--- src/rtl/stego_pkg.sv ---
// stego_pkg: shared constants and FSM state type for the LSB steganography embedder
package stego_pkg;
  localparam int CT_W = 64;
  localparam int PIX_W_DEF = 8;
  localparam int LSB_BITS_DEF = 1;
  typedef enum logic {IDLE, EMBED} state_t;
endpackage

--- src/rtl/lsb_merge.sv ---
// lsb_merge: replaces the low LSB_BITS of a cover pixel with ciphertext bits
module lsb_merge
  import stego_pkg::*;
#(
  parameter int PIX_W = PIX_W_DEF,
  parameter int LSB_BITS = LSB_BITS_DEF
) (
  input  logic [PIX_W-1:0]    pix,
  input  logic [LSB_BITS-1:0] bits,
  output logic [PIX_W-1:0]    merged
);
  localparam logic [PIX_W-1:0] MASK = PIX_W'((1 << LSB_BITS) - 1);
  assign merged = (pix & ~MASK) | PIX_W'(bits);
endmodule

--- src/rtl/stego_lsb_embed.sv ---
// stego_lsb_embed: embeds a 64-bit ciphertext block into the LSBs of a cover pixel stream
module stego_lsb_embed
  import stego_pkg::*;
#(
  parameter int PIX_W = PIX_W_DEF,
  parameter int LSB_BITS = LSB_BITS_DEF
) (
  input  logic             clk,
  input  logic             rst,
  input  logic [CT_W-1:0]  ct_data,
  input  logic             ct_valid,
  output logic             ct_ready,
  input  logic [PIX_W-1:0] pix_in_data,
  input  logic             pix_in_valid,
  output logic             pix_in_ready,
  output logic [PIX_W-1:0] pix_out_data,
  output logic             pix_out_valid,
  input  logic             pix_out_ready,
  output logic             pix_out_last,
  output logic             busy,
  output logic [15:0]      blocks_done
);
  localparam int N = CT_W / LSB_BITS;
  localparam int CNT_W = $clog2(N);
  localparam logic [CNT_W-1:0] CNT_LAST = CNT_W'(N - 1);
  state_t state_q, state_d;
  logic [CT_W-1:0] sr_q, sr_d;
  logic [CNT_W-1:0] cnt_q, cnt_d;
  logic [PIX_W-1:0] out_q, out_d, merged;
  logic ov_q, ov_d, last_q, last_d;
  logic [15:0] blk_q, blk_d;
  logic pix_fire, ct_fire, last_pix;
  lsb_merge #(.PIX_W(PIX_W), .LSB_BITS(LSB_BITS)) u_merge (
    .pix   (pix_in_data),
    .bits  (sr_q[CT_W-1 -: LSB_BITS]),
    .merged(merged)
  );
  always_comb begin
    last_pix = cnt_q == CNT_LAST;
    pix_in_ready = !rst && state_q == EMBED && (!ov_q || pix_out_ready);
    pix_fire = pix_in_valid && pix_in_ready;
    // accepting the final pixel frees the shift register in the same cycle
    ct_ready = !rst && (state_q == IDLE || (pix_fire && last_pix));
    ct_fire = ct_valid && ct_ready;
    state_d = state_q;
    sr_d = sr_q;
    cnt_d = cnt_q;
    if (pix_fire) begin
      sr_d = sr_q << LSB_BITS;
      cnt_d = last_pix ? '0 : cnt_q + 1'b1;
      state_d = last_pix ? IDLE : state_q;
    end
    if (ct_fire) begin
      sr_d = ct_data;
      cnt_d = '0;
      state_d = EMBED;
    end
    out_d = pix_fire ? merged : out_q;
    ov_d = pix_fire || (ov_q && !pix_out_ready);
    last_d = pix_fire ? last_pix : (ov_d && last_q);
    blk_d = blk_q + 16'(ov_q && pix_out_ready && last_q);
  end
  always_ff @(posedge clk or posedge rst) begin
    if (rst) begin
      state_q <= IDLE;
      sr_q <= '0;
      cnt_q <= '0;
      out_q <= '0;
      ov_q <= 1'b0;
      last_q <= 1'b0;
      blk_q <= '0;
    end else begin
      state_q <= state_d;
      sr_q <= sr_d;
      cnt_q <= cnt_d;
      out_q <= out_d;
      ov_q <= ov_d;
      last_q <= last_d;
      blk_q <= blk_d;
    end
  end
  assign pix_out_data = out_q;
  assign pix_out_valid = ov_q;
  assign pix_out_last = last_q;
  assign busy = state_q == EMBED;
  assign blocks_done = blk_q;
endmodule

--- config.mk ---
export PLATFORM = sky130hd
export DESIGN_NAME = stego_lsb_embed
export DESIGN_NICKNAME = d
export VERILOG_FILES = /design/src/rtl/stego_pkg.sv /design/src/rtl/lsb_merge.sv /design/src/rtl/stego_lsb_embed.sv
export SDC_FILE = /design/constraint.sdc
export NUM_CORES = 1
export LEC_CHECK = 0
export BUFFER_PORTS_ARGS = -buffer_cell sky130_fd_sc_hd__buf_2
export CAP_MARGIN = 20
export CORE_AREA = 2 2 124 126
export DETAILED_ROUTE_END_ITERATION = 7
export DIE_AREA = 0 0 126 128
export PLACE_DENSITY = 0.62
export SLEW_MARGIN = 5
export SYNTH_ARGS = -nofsm -noshare
export SYNTH_HDL_FRONTEND = slang
export SYNTH_HIERARCHICAL = 1
export SYNTH_SLANG_ARGS = --single-unit
--- constraint.sdc ---
create_clock -name clk -period 6.3 [get_ports clk]
set_clock_uncertainty 0.2 [all_clocks]
set_input_delay 0.315 -clock clk [delete_from_list [all_inputs] [get_ports clk]]
set_output_delay 0.315 -clock clk [all_outputs]
set_load 0.005 [all_outputs]
==> out/results.ini <==
[floorplanning]
fp.dieH_um=128
dieArea_mm2=0.0161
io_pins=106
core_area_mm2=0.0149
die-width_um=126
start_util=0.343
rows=45

[grt]
grt_pass1_wl_um=16500
busiest_layer=met2
grtUsageMet3=0.0326
grt_max_degree=52
antenna_found_initial=0
met2_usage=0.218
grtUsageTotal=0.128
met1_usage=0.153
overflow=0
grt_pass1_vias=3448

[setup_path]
crit_chain=dlygate4sd3_1 > buf_2 > inv_4 > nand4_1 > o22a_4 > buf_4 > mux2_2
arrival_ns=3.04
crit_slowest_cell=buf_4
worstPathRequired_ns=6.33
path_max_fanout=49
setup.worst_path.end_class=register
critical_path_class=in2reg
reg2reg_depth=5
max_stage_delay_ns=0.66
start_kind=input pin

[drt]
drt-wirelength-per-cell_um=13.9
vias=3258
firstDrtPassIters=4
drc_errors=0
viasPerCell=4.58
wl_um=9920
ant_nets=0
drtIter0Drc=149

[clocking]
h-tree-depth=3
cts_root_buf=clkbuf_16
holdBufCountCts=68
cts_made_buffers=9
cts_setup_buffers=0
clk_latency_ns=0.34
ctsResizeCount=0
cts_tree=yes
clkSlewWorstSetupHoldPaths_ns=0.06
cts_max_path_buffers=2
cts.sinks=97

[yosys]
synthTopCellsByCount=97 x dfrtp_1, 78 x mux2_4, 48 x mux2_2
synth.top_cell.area_share=0.477
synth_ff_type=dfrtp_1
yosys.cell_count.top_type=dfrtp_1
synth_edf_count=0
synth.distinct_cells=36
yosysWarnings=6
netlist_top_cells_area=dfrtp_1 48%, mux2_4 23%, mux2_2 11%
synth-seq-cells=97
seq_area_frac_synth=0.477
syn_avg_cell_area_um2=14.2
synthCells=359
synth_top_area_cell=dfrtp_1
synth_nets=439
syn-cell-area_mm2=0.00509
async_flop_share=1.00

[sta]
tns_ns=0
min_period_over_period=0.478
rsz0062_at_grt=false
fmax_mhz=332
slew_viol_final=0
relSlewSlack=0.538
setup_violations=0
worstMarginPinSlew_ns=0.692
hold_viol=0
min_period_ns=3.01

[run_status]
outcome=complete, no violations

[cells_and_area]
area_delta_synth_final_pct=28.7
fin_nets=599
postLayoutCoreUtil=0.441
n_antenna_cell=0
drive_gt1_frac=0.490

[min_path]
timing.hold.worst_path_depth=2
hp-class=in2reg

[pwr]
p_per_area_mw_per_mm2=347
power_leakage_uw=0.00330
peakVddDrop_uv=130
finalPower_uw=2270

[placed_design]
gp_congestion=0.728
dp_hpwl_um=6420
io_buffers=104

[run]
max_cap_viol_count=0

-- routing by layer --
layer / share of wire / routed length, um
met1: 0.45 / 4430
met2: 0.49 / 4840
met3: 0.045 / 443
met4: 0.021 / 208
met5: 0 / 0
-- state kept, by name, summed over array words and instances, names as in the netlist --
| signal | count |
|---|---|
| busy | 1 |
| blocks_done | 16 |
| pix_out_valid | 1 |
| pix_out_data | 8 |
| sr_q | 64 |
| pix_out_last | 1 |
| cnt_q | 6 |
-- critical path, delay by kind of cell --
kind	cells	cell delay, ns
AND/OR/NAND/NOR	1	0.20
buffers and inverters	4	1.58
AO/OA/AOI/OAI	1	0.48
multiplexers	1	0.41
-- worst paths after layout --
| path | slack [ns] | start | to |
|---|---|---|---|
| min reg2reg | 0.26 | blocks_done[15] | blocks_done[15] |
| min in group asynchronous | 0.44 | rst | sr_q[12] |
| min | 0.02 | ct_data[44] | sr_q[44] |
| max in group asynchronous | 4.35 | rst | blocks_done[1] |
| max reg2reg | 3.52 | cnt_q[0] | sr_q[59] |
| max | 3.29 | rst | sr_q[59] |
-- through the flow --
stage / setup slack (ns) / instances / cell area [um^2] / hold WS (ns)
3_5_place_dp: 3.39 / 628 / 5590 / 0.259
4_1_cts: 3.23 / 712 / 6560 / 0.000321
6_report: 3.29 / 712 / 6560 / 0.0187
3_3_place_gp: 3.44 / 628 / 5590 / 0.253
5_1_grt: 3.09 / 712 / 6560 / 0.00911
2_1_floorplan: 2.34 / 359 / 5090 / 0.242
-- cell type report --
cell class / count / area (um^2)
tap: 188 / 235
clock buffer: 12 / 256
inverter: 3 / 13.8
clock inverter: 4 / 26.3
multi-input combinational: 233 / 2370
sequential: 97 / 2430
fill: 1365 / 8310
timing repair buffer: 175 / 1220
-- layout by cell type (no fill, tap or decap) --
cell	Yosys	routed
or2_2	1	1
inv_1	3	2
o22ai_1	2	2
o22a_4	1	1
clkbuf_1	1	1
nor2_1	6	6
dfrtp_1	97	97
clkinvlp_4	0	1
inv_4	0	1
ha_1	3	3
or3_1	3	3
mux2_2	48	48
nand3_2	1	1
a31oi_1	1	1
and3_1	2	2
and4_1	2	2
nand3_1	12	12
nor3_1	1	1
nand2b_4	1	1
clkinv_2	0	2
dlygate4sd3_1	0	68
and3_4	2	2
clkbuf_8	0	2
nand2_1	34	34
nand4_1	6	6
buf_4	9	3
a21oi_1	5	5
inv_6	0	1
xor2_1	8	8
buf_2	4	104
and2_1	2	2
nand3_4	1	1
mux2_4	78	78
nor2b_4	1	1
o21a_1	1	1
o21ai_0	2	2
clkbuf_16	0	9
nand3b_1	1	1
xnor2_1	7	7
mux2i_1	1	1
-- cells by family after synthesis --
kind of cell               count (synthesis)  synth area share
buffers and inverters                     29            0.0572
and+or+nand+nor                           76            0.0796
adders and majority gates                  3           0.00737
DFF                                       97             0.477
xor gates and xnor gates                  15            0.0258
muxes                                    127             0.338
AOI/OAI and AO/OA                         12            0.0155
-- power by group --
group	internal, uW	switching, uW	total (uW)
combinational	556	213	769
clock	289	231	521
sequential	857	128	985
total	1700	572	2270
Note: power is estimated with default switching activity, not from simulation.
